[src/rtl/rng_pkg.sv]
// Shared state encoding, default sizing and counter-width helper for the
// challenge sequencer.
package rng_pkg;

  localparam int unsigned DefLe    = 128;
  localparam int unsigned DefSettle = 16;
  localparam int unsigned DefRespW = 8;

  typedef enum logic [2:0] {
    StIdle,
    StShift,
    StSettle,
    StSample,
    StDone
  } state_e;

  // Counter width for n states, never narrower than one bit.
  function automatic int unsigned cnt_width(input int unsigned n);
    return (n > 1) ? $clog2(n) : 1;
  endfunction

endpackage

[src/rtl/seq_counter.sv]
// Terminal-count up counter: counts 0..Count-1 while enabled, flags the last
// value and returns to zero on the following enabled cycle.
module seq_counter
  import rng_pkg::*;
#(
  parameter int unsigned Count = 4
) (
  input  logic clk,
  input  logic rst_n,
  input  logic clr,
  input  logic en,
  output logic tc
);

  localparam int unsigned Width = cnt_width(Count);

  logic [Width-1:0] cnt_q, cnt_d;

  assign tc = (cnt_q == Width'(Count - 1));

  always_comb begin
    cnt_d = cnt_q;
    if (clr) begin
      cnt_d = '0;
    end else if (en) begin
      cnt_d = tc ? '0 : cnt_q + 1'b1;
    end
  end

  always_ff @(posedge clk or negedge rst_n) begin
    if (!rst_n) begin
      cnt_q <= '0;
    end else begin
      cnt_q <= cnt_d;
    end
  end

endmodule

[src/rtl/challenge_seq_ctrl.sv]
// Sequences challenge shifting, PUF settle and response sampling to build one
// RESP_W-bit random word per start request.
module challenge_seq_ctrl
  import rng_pkg::*;
#(
  parameter int unsigned LE     = DefLe,
  parameter int unsigned SETTLE = DefSettle,
  parameter int unsigned RESP_W = DefRespW
) (
  input  logic              clk,
  input  logic              rst_n,
  input  logic              start,
  input  logic              lfsr_bit,
  output logic              lfsr_step,
  output logic              sr_en,
  output logic              sr_din,
  output logic              puf_eval,
  input  logic              puf_out,
  output logic              busy,
  output logic [RESP_W-1:0] rnd,
  output logic              rnd_valid
);

  localparam int unsigned BitW = cnt_width(RESP_W);

  state_e            state_q, state_d;
  logic [BitW-1:0]   bit_q, bit_d;
  logic [RESP_W-1:0] acc_q, acc_d;
  logic [RESP_W-1:0] rnd_q, rnd_d;
  logic [RESP_W-1:0] acc_shift;
  logic              shift_tc, settle_tc, bit_last;

  seq_counter #(
    .Count(LE)
  ) u_shift_cnt (
    .clk  (clk),
    .rst_n(rst_n),
    .clr  (state_q == StIdle),
    .en   (state_q == StShift),
    .tc   (shift_tc)
  );

  seq_counter #(
    .Count(SETTLE)
  ) u_settle_cnt (
    .clk  (clk),
    .rst_n(rst_n),
    .clr  (state_q == StIdle),
    .en   (state_q == StSettle),
    .tc   (settle_tc)
  );

  // Truncating cast keeps the low RESP_W bits, so RESP_W=1 needs no special case.
  assign acc_shift = RESP_W'({acc_q, puf_out});
  assign bit_last  = (bit_q == BitW'(RESP_W - 1));
  assign rnd       = rnd_q;
  assign busy      = (state_q != StIdle);

  always_comb begin
    state_d   = state_q;
    bit_d     = bit_q;
    acc_d     = acc_q;
    rnd_d     = rnd_q;
    sr_en     = 1'b0;
    lfsr_step = 1'b0;
    sr_din    = 1'b0;
    puf_eval  = 1'b0;
    rnd_valid = 1'b0;
    unique case (state_q)
      StIdle: begin
        if (start) begin
          state_d = StShift;
          bit_d   = '0;
          acc_d   = '0;
        end
      end
      StShift: begin
        sr_en     = 1'b1;
        lfsr_step = 1'b1;
        sr_din    = lfsr_bit;
        if (shift_tc) state_d = StSettle;
      end
      StSettle: begin
        puf_eval = 1'b1;
        if (settle_tc) state_d = StSample;
      end
      StSample: begin
        puf_eval = 1'b1;
        acc_d    = acc_shift;
        // rnd is loaded here so it is already valid during the DONE pulse.
        if (bit_last) begin
          rnd_d   = acc_shift;
          state_d = StDone;
        end else begin
          bit_d   = bit_q + 1'b1;
          state_d = StShift;
        end
      end
      StDone: begin
        rnd_valid = 1'b1;
        state_d   = StIdle;
      end
      default: state_d = StIdle;
    endcase
  end

  always_ff @(posedge clk or negedge rst_n) begin
    if (!rst_n) begin
      state_q <= StIdle;
      bit_q   <= '0;
      acc_q   <= '0;
      rnd_q   <= '0;
    end else begin
      state_q <= state_d;
      bit_q   <= bit_d;
      acc_q   <= acc_d;
      rnd_q   <= rnd_d;
    end
  end

endmodule
[config.mk]
export PLATFORM = sky130hd
export DESIGN_NAME = challenge_seq_ctrl
export DESIGN_NICKNAME = d
export VERILOG_FILES = /design/src/rtl/rng_pkg.sv /design/src/rtl/seq_counter.sv /design/src/rtl/challenge_seq_ctrl.sv
export SDC_FILE = /design/constraint.sdc
export NUM_CORES = 1
export LEC_CHECK = 0
export CORE_UTILIZATION = 40
export DETAILED_ROUTE_END_ITERATION = 12
export MAX_ROUTING_LAYER = met4
export SETUP_SLACK_MARGIN = 0.15
export SLEW_MARGIN = 30
export SYNTH_ARGS = -nofsm -noshare
export SYNTH_HDL_FRONTEND = slang
export SYNTH_HIERARCHICAL = 1
export SYNTH_SLANG_ARGS = --single-unit
[constraint.sdc]
create_clock -name clk -period 2 [get_ports clk]
set_input_delay 0.2 -clock clk [delete_from_list [all_inputs] [get_ports clk]]
set_output_delay 0.2 -clock clk [all_outputs]
set_load 0.02 [all_outputs]
==> results of run 1 <==
[critical path: stages, from the launching register on]
cell,delay (ps)
dfrtp_1,480
nor3b_2,260
and2_1,150
dlygate4sd2_1,330
[power breakdown]
group	leakage [nW]	internal, mW	total, mW	switching (mW)
clock network	0.0510	0.274	0.510	0.235
logic	0.394	0.134	0.275	0.141
registers	0.425	0.728	0.818	0.0900
total	0.870	1.14	1.60	0.466
[repair_timing]
item | CTS | global route
endpoints found under the setup margin | 6 | 1
pin swaps | 1 | 0
gates cloned | 0 | 0
resized for setup | 5 | 2
hold buffers | 0 | 0
buffers inserted | 1 | 0
[flip-flops by register name (all words and copies together) (netlist names)]
| register | count |
|---|---|
| acc_q | 7 |
| u_settle_cnt/cnt_q | 4 |
| bit_q | 3 |
| rnd | 8 |
| state_q | 3 |
| u_shift_cnt/cnt_q | 7 |
[cells in the mapped netlist]
library cell / count / area share
a211oi_1: 1 / 0.0049
a21oi_1: 6 / 0.019
a21oi_2: 1 / 0.0057
a22o_1: 9 / 0.051
a311oi_1: 1 / 0.0057
a31oi_1: 1 / 0.0041
and2_1: 1 / 0.0041
and3_4: 1 / 0.0073
and3b_1: 1 / 0.0057
and4bb_2: 1 / 0.0081
buf_2: 2 / 0.0065
buf_4: 2 / 0.0097
buf_6: 2 / 0.015
dfrtp_1: 32 / 0.52
ha_1: 4 / 0.032
inv_1: 3 / 0.0073
mux2_2: 2 / 0.015
mux2_4: 8 / 0.078
mux2i_1: 2 / 0.013
nand2_1: 7 / 0.017
nand2_8: 1 / 0.013
nand2b_1: 4 / 0.016
nand3_1: 1 / 0.0032
nand4_1: 2 / 0.0081
nand4_2: 1 / 0.0081
nor2_1: 7 / 0.017
nor2_2: 1 / 0.0041
nor2b_1: 4 / 0.016
nor3_1: 1 / 0.0032
nor3b_1: 2 / 0.0097
nor4b_2: 1 / 0.0097
o211ai_1: 1 / 0.0049
o21ai_0: 4 / 0.013
o221ai_1: 1 / 0.0057
or2_2: 1 / 0.0041
or3_1: 3 / 0.012
or3b_1: 1 / 0.0057
xor2_1: 3 / 0.017
[logic make-up after synthesis]
kind of cell / Yosys count / synth area share
mux: 12 / 0.106
compound gates: 25 / 0.114
fa+ha+maj: 4 / 0.0325
xor+xnor: 3 / 0.0170
buf+inv: 9 / 0.0381
flops: 32 / 0.519
simple gates: 41 / 0.173
[routing by layer]
| metal | GRT usage | up-vias |
|---|---|---|
| met2 | 0.261 | 20 |
| met4 | 0.0511 | 0 |
| met3 | 0.0536 | 5 |
| met5 | - | - |
| met1 | 0.188 | 525 |
| li1 | - | 501 |
[through the flow]
stage,hold WS (ps),worst slack [ps]
3_3_place_gp,490,351
3_5_place_dp,492,294
6_report,309,303
4_1_cts,316,53.1
2_1_floorplan,-95.6,209
5_1_grt,338,150
[cell type report]
| type | count | area (um^2) |
|---|---|---|
| Inverter | 3 | 11.3 |
| Tap cell | 48 | 60.1 |
| Timing Repair Buffer | 25 | 229 |
| Fill cell | 358 | 1800 |
| Multi-Input combinational cell | 85 | 692 |
| Clock inverter | 2 | 10.0 |
| Sequential cell | 32 | 801 |
| Clock buffer | 6 | 82.6 |
[worst max path at each step]
stage	cells past startpoint	end	startpoint
after global placement	3	sr_din	state_q[2]$_DFFE_PN0P_
after detailed placement	3	sr_din	state_q[2]$_DFFE_PN0P_
final	3	sr_din	state_q[2]$_DFFE_PN0P_
after floorplan	6	u_shift_cnt/cnt_q[5]$_DFFE_PN0P_	state_q[1]$_DFFE_PN0P_
after global routing	6	u_shift_cnt/cnt_q[5]$_DFFE_PN0P_	state_q[2]$_DFFE_PN0P_
after CTS	4	busy	state_q[0]$_DFFE_PN0P_
==> reports/qor.yml, run 1 <==
status:
  status: "completed"
timing:
  tns_ps: 0
  worstMarginPinSlew_ps: 490
  fmax_mhz: 589
  period_needed_ps: 1700
  fin_crit_sh: 0.849
  finalSetupViolations: 0
  rsz0062_at_grt: "no"
  clock-skew-final_ps: 6.31
  slew_violations: 0
  relSlewSlack: 0.673
  finalHoldViolations: 0
layout:
  instances_no_fill: 201
  final_util: 0.511
  antennaDiodeCount: 0
  drive_above_1_share: 0.229
  mostFrequentLayoutCells: "32 x dfrtp_1, 12 x clkdlybuf4s50_1, 9 x a22o_1"
  fin_area_mm2: 0.00189
  layout_commonest_cell: "dfrtp_1"
  nets: 161
  syn2layout_area_growth_pct: 22.3
job:
  maxCapViolCount: 0
route:
  wl_met3_um: 105
  vias: 1051
  first_pass_iters: 4
  wl_per_cell_um: 14.0
  route.met2.wl_mm: 1.38
  routed_wl_mm: 2.81
  viasPerCell: 5.23
  drt.antenna.violating_nets: 0
  drc: 0
  highest_layer: "met4"
  m1WireLength_mm: 1.28
  initialDrtViolationCount: 59
global_routing:
  grt_pass1_wl_mm: 4.91
  antenna_found_initial: 0
  grt_pass1_vias: 1100
  grt_max_degree: 33
  grt.overflow.total: 0
  grt_util_all_layers: 0.161
clock_tree:
  cts-buffers-inserted: 5
  htreeDepth: 2
  cts_tree: "yes"
  cts.sinks: 32
  clk_pin_slew_worst_paths_ps: 70
  clockBufferDepth: 2
  root_buffer: "clkbuf_8"
  clock_latency_ps: 280
die:
  rows: 22
  dieArea_mm2: 0.00411
  io_pins: 19
  fp.dieW_um: 64.1
  core_area_mm2: 0.00369
  start_util: 0.418
  die_h_um: 64.1
pwr:
  p_per_area_mw_per_mm2: 850
  finalPower_mw: 1.60
  ir_drop_mv: 0.536
  leakagePower_nw: 0.870
worst_setup_path:
  r2r_start: "state_q[2]$_DFFE_PN0P_"
  cp_max_fo: 9
  r2r-end: "u_shift_cnt/cnt_q[5]$_DFFE_PN0P_"
  path_class: "flop to primary output"
  end_kind: "primary output"
  start_kind: "flop"
  cp_data_arrival_time_ps: 1500
  regToRegSetupSlack_ps: 310
  r2r_cells: 6
  crit_required_ps: 1800
logic_synthesis:
  netlist_area_mm2: 0.00154
  synth_nets: 135
  ys_ff_latch: 32
  syn_area_per_cell_um2: 12.2
  yosysWarnings: 6
  synth_cells: 126
  synth_cell_types: 38
  yosysSeqAreaShare: 0.519
placed_design:
  place_congestion: 0.793
  dp_cells: 192
  port_buffers: 18
  dpl.hpwl_mm: 1.93
  placed_cell_area_mm2: 0.00178
hold_path:
  hp-class: "input port to async pin"
No activity file was read; power rests on OpenSTA's default activity.
==> inputs of run 2 (changes only) <==
Clock period 2 ns to 1.56 ns, I/O delays scaled along.
==> reports/qor.yml, run 2 (synthesis gave the netlist of run 1 again) <==
layout:
  fillCellCount: 342  # -4.5%
  mostFrequentLayoutCells: "32 x dfrtp_1, 14 x buf_4, 9 x mux2_4, 9 x a22o_1, 8 x dlygate4sd2_1"
  syn2layout_area_growth_pct: 33.3
  largest_reg_flops: 8  # unchanged
  layout_commonest_cell: "dfrtp_1"
  fin_area_mm2: 0.00205  # +9.0%
  drive_above_1_share: 0.378  # +0.149
  instances_no_fill: 212  # +5.5%
  antennaDiodeCount: 0  # unchanged
  nets: 172  # +6.8%
route:
  wl_met3_um: 105  # unchanged
  drc: 0  # unchanged
  highest_layer: "met4"
  m1WireLength_mm: 1.27  # -1.2%
  routed_wl_mm: 2.99  # +6.3%
  vias: 1108  # +5.4%
  drt.antenna.violating_nets: 0  # unchanged
  route.met2.wl_mm: 1.55  # +12%
  first_pass_iters: 4  # unchanged
  initialDrtViolationCount: 65  # +10%
  viasPerCell: 5.23  # about the same
  wl_per_cell_um: 14.1  # +0.75%
timing:
  finalHoldViolations: 0  # unchanged
  period_needed_ps: 1530
  relSlewSlack: 0.736  # +0.0631
  fin_crit_sh: 0.984
  rsz0062_at_grt: "yes"
  clock-skew-final_ps: 3.85  # -2.46 ps
  worstMarginPinSlew_ps: 396  # -94.7 ps
  slew_violations: 0  # unchanged
  fmax_mhz: 652
  finalSetupViolations: 0  # unchanged
  tns_ps: 0  # unchanged
pwr:
  ir_drop_mv: 0.542  # +1.1%
  leakagePower_nw: 1.00  # +15%
  p_per_area_mw_per_mm2: 1040  # +22%
placed_design:
  dpl.hpwl_mm: 1.92  # -0.83%
  placed_cell_area_mm2: 0.00185  # +3.4%
  dp_cells: 196  # +2.1%
  place_congestion: 0.759  # -4.3%
  port_buffers: 18  # unchanged
global_routing:
  grt_pass1_wl_mm: 5.04  # +2.8%
  antenna_found_initial: 0  # unchanged
  grt.overflow.total: 0  # unchanged
  grt_pass1_vias: 1108  # +0.73%
  grt_max_degree: 33  # unchanged
  grt_util_all_layers: 0.168  # +0.00668
worst_setup_path:
  crit_required_ps: 1760  # -40 ps
  slowest_stage: "dfrtp_1"
  r2r_cells: 5  # -1
  worst-path-stages: 5  # +2
  start_kind: "flop"
  crit_path_max_incr_delay_ps: 420  # -60 ps
  end_kind: "flop"
  cp_data_arrival_time_ps: 1740  # +240 ps
  crit_chain: "nor3b_4 > buf_6 > nand4_1 > or3_1 > a31oi_1"
  cp_max_fo: 7  # -2
  path_buf_inv: 1  # unchanged
  critPathTopFamily: "simple AND/OR/NAND/NOR gates"
  path_class: "flop to flop"
clock_tree:
  cts_tree: "yes"
  clock_latency_ps: 290  # about the same
  cts_hold_buf: 0  # unchanged
  clk_pin_slew_worst_paths_ps: 60  # about the same
  clockBufferDepth: 2  # unchanged
  cts-buffers-inserted: 5  # unchanged
  root_buffer: "clkbuf_8"
  htreeDepth: 2  # unchanged
  cts.sinks: 32  # unchanged
die:
  dieArea_mm2: 0.00411  # unchanged
  rows: 22  # unchanged
  die_h_um: 64.1  # unchanged
  fp.dieW_um: 64.1  # unchanged
  start_util: 0.418  # unchanged
  io_pins: 19  # unchanged
  core_area_mm2: 0.00369  # unchanged
job:
  maxCapViolCount: 0  # unchanged
hold_path:
  hp-class: "input port to async pin"
status:
  status: "completed"
-- run 2: changes by cell type in the layout (fill, tap and decap cells not counted), sizes merged --
cell	previous run	this run
buf	7	22
clkdlybuf4s50	12	4
dlymetal6s2s	1	2
dlygate4sd2	5	8
-- run 2: metrics by stage --
step | total power, mW | setup WS, ps | util | hold slack (ps)
4_1_cts | 2.08 | 15.6 | 0.530 | 273
3_5_place_dp | 1.43 | -32.5 | 0.500 | 497
2_1_floorplan | 1.31 | -71.9 | - | -140
6_report | 2.13 | 25.3 | 0.557 | 260
5_1_grt | 2.25 | -80.1 | 0.557 | 291
3_3_place_gp | 1.40 | 0.979 | 0.500 | 491
-- run 2: power by group --
group,switching [mW],internal (mW)
sequential,0.114,0.934
clock,0.297,0.351
combinational,0.210,0.221
-- run 2: what timing repair did --
| item | CTS | global route |
|---|---|---|
| pin swaps | 4 | 11 |
| setup buffers | 2 | 6 |
| setup endpoints to repair | 36 | 34 |
| gates resized for setup | 28 | 18 |
-- run 2: per-layer routing --
layer  GRT usage  up-vias
li1            -      526
met1       0.185      560
met2       0.275       16
met3      0.0482        6
met4      0.0852        0
met5           -        -
-- run 2: layout make-up --
class / instances / area (um^2) / share of cell area
Clock buffer: 6 / 82.6 / 0.0402
Clock inverter: 2 / 10.0 / 0.00487
Inverter: 3 / 11.3 / 0.00548
Multi-Input combinational cell: 85 / 769 / 0.375
Sequential cell: 32 / 801 / 0.390
Tap cell: 48 / 60.1 / 0.0292
Timing Repair Buffer: 36 / 320 / 0.156
-- run 2: worst paths after layout --
path	from	end	slack [ps]
min in group clk	rnd[1]$_DFFE_PN0P_	rnd[1]$_DFFE_PN0P_	510
worst max-delay path	state_q[2]$_DFFE_PN0P_	u_shift_cnt/cnt_q[5]$_DFFE_PN0P_	30
max in group asynchronous	rst_n	acc_q[6]$_DFFE_PN0P_	1010
worst min-delay path	rst_n	u_shift_cnt/cnt_q[4]$_DFFE_PN0P_	260
worst min register to register	rnd[1]$_DFFE_PN0P_	rnd[1]$_DFFE_PN0P_	510
worst max register to register	state_q[2]$_DFFE_PN0P_	u_shift_cnt/cnt_q[5]$_DFFE_PN0P_	30
==> inputs of run 3 (changes only) <==
==> constraint.sdc (replaced) <==
create_clock -name clk -period 1.56 [get_ports clk]
set_input_delay 0.312 -clock clk [delete_from_list [all_inputs] [get_ports clk]]
set_output_delay 0.312 -clock clk [all_outputs]
set_load 0.02 [all_outputs]
==> reports/qor.yml, run 3 (synthesis gave the netlist of run 1 again) <==
die:
  rows: 22  # unchanged
  fp.dieW_um: 64.1  # unchanged
  dieArea_mm2: 0.00411  # unchanged
  io_pins: 19  # unchanged
  start_util: 0.418  # unchanged
  die_h_um: 64.1  # unchanged
  core_area_mm2: 0.00369  # unchanged
layout:
  drive_above_1_share: 0.492  # +0.114
  nets: 187  # +8.7%
  layout_commonest_cell: "dfrtp_1"
  final_util: 0.626  # +0.0692
  mostFrequentLayoutCells: "29 x dfrtp_1, 21 x buf_4, 12 x buf_6"
  largest_reg_flops: 8  # unchanged
  antennaDiodeCount: 0  # unchanged
  fillCellCount: 297  # -13%
  syn2layout_area_growth_pct: 49.8
timing:
  finalHoldViolations: 0  # unchanged
  finalSetupViolations: 6  # +6
  fin_ws_ps: -70.7  # -96.0 ps
  tns_ps: -239  # -239 ps
  relSlewSlack: 0.777  # +0.0411
  rsz0062_at_grt: "yes"
  period_needed_ps: 1630  # +96.0 ps
  slew_violations: 0  # unchanged
  worstMarginPinSlew_ps: 333  # -63.0 ps
  fmax_mhz: 613  # -5.9%
  clock-skew-final_ps: 6.90  # +3.05 ps
  fin_crit_sh: 1.05  # +0.0615
global_routing:
  grt.overflow.total: 0  # unchanged
  grt_pass1_vias: 1136  # +2.5%
  grt_pass1_wl_mm: 5.49  # +8.8%
  grt_util_all_layers: 0.187  # +0.0191
  antenna_found_initial: 0  # unchanged
  grt_max_degree: 33  # unchanged
route:
  drt.antenna.violating_nets: 0  # unchanged
  drc: 0  # unchanged
  initialDrtViolationCount: 53  # -18%
  routed_wl_mm: 3.45  # +16%
  viasPerCell: 5.17  # -1.0%
  vias: 1174  # +6.0%
  first_pass_iters: 4  # unchanged
  wl_per_cell_um: 15.2  # +7.9%
clock_tree:
  clk_pin_slew_worst_paths_ps: 70  # about the same
  htreeDepth: 2  # unchanged
  cts_tree: "yes"
  cts-buffers-inserted: 5  # unchanged
  root_buffer: "clkbuf_8"
  cts.sinks: 32  # unchanged
  clockBufferDepth: 2  # unchanged
  clock_latency_ps: 290  # about the same
worst_setup_path:
  cp_data_arrival_time_ps: 1850  # +110 ps
  path_class: "flop to flop"
  cp_max_fo: 4  # -3
  end_kind: "flop"
  crit_required_ps: 1780  # +20 ps
  start_kind: "flop"
status:
  violations: "negative setup slack"
  status: "finished, violations left"
pwr:
  finalPower_mw: 2.46  # +16%
  p_per_area_mw_per_mm2: 1070  # +3.0%
  leakagePower_nw: 1.10  # +10%
  ir_drop_mv: 0.628  # +16%
placed_design:
  dpl.hpwl_mm: 1.91  # -0.50%
  place_congestion: 0.821  # +8.2%
  port_buffers: 18  # unchanged
hold_path:
  hp-class: "input port to async pin"
job:
  maxCapViolCount: 0  # unchanged
-- run 3: area by class of cell --
cell class / count / area, um^2 / share of cell area
multi-input combinational: 86 / 833 / 0.361
sequential: 32 / 805 / 0.348
timing repair buffer: 50 / 493 / 0.213
clock buffer: 6 / 72.6 / 0.0314
tap: 48 / 60.1 / 0.0260
clock inverter: 2 / 35.0 / 0.0152
inverter: 3 / 11.3 / 0.00488
-- run 3: power breakdown --
part           internal, mW  switching (mW)
clock network         0.474           0.324
logic                 0.332           0.257
registers             0.936           0.141
total                  1.74           0.721
-- run 3: what timing repair did --
action	4_1_cts	5_1_grt
setup buffers	16	6
endpoints found under the setup margin	37	37
gates resized for setup	57	26
pin swaps	13	17
cloned	1	0
hold buffers	0	0
-- run 3: worst paths after layout --
path / start / end / slack [ps] / cells past startpoint
min in group clk: rnd[1]$_DFFE_PN0P_ / rnd[1]$_DFFE_PN0P_ / 500 / 1
max: state_q[2]$_DFFE_PN0P_ / u_shift_cnt/cnt_q[6]$_DFFE_PN0P_ / -70 / 7
max reg2reg: state_q[2]$_DFFE_PN0P_ / u_shift_cnt/cnt_q[6]$_DFFE_PN0P_ / -70 / 7
min: rst_n / state_q[2]$_DFFE_PN0P_ / 380 / 2
max in group asynchronous: rst_n / state_q[1]$_DFFE_PN0P_ / 1000 / 2
min reg2reg: rnd[1]$_DFFE_PN0P_ / rnd[1]$_DFFE_PN0P_ / 500 / 1
-- run 3: worst max-delay path: stages (launching register included) --
cell	delay (ps)
dfrtp_2	440
nor3b_4	220
buf_4	140
buf_6	100
buf_12	100
nand2_4	40
or3_1	380
a21oi_2	120
-- run 3: through the flow --
stage / worst slack (ps) / std cells / area [um^2] / hold slack, ps
floorplan: -71.8 / 126 / 1590 / 16.4
global placement: -219 / 196 / 1860 / 492
detailed placement: -222 / 196 / 1860 / 495
CTS: -47.0 / 221 / 2170 / 397
global route: -128 / 227 / 2310 / 401
finish: -70.7 / 227 / 2310 / 382
-- run 3: metal layers --
| metal | global-route usage | part of all wire | wire length [um] | vias up |
|---|---|---|---|---|
| li1 | - | - | - | 558 |
| met1 | 0.222 | 0.41 | 1410 | 585 |
| met2 | 0.293 | 0.54 | 1850 | 23 |
| met3 | 0.0464 | 0.028 | 98 | 8 |
| met4 | 0.0966 | 0.028 | 95 | 0 |
| met5 | - | 0 | 0 | - |
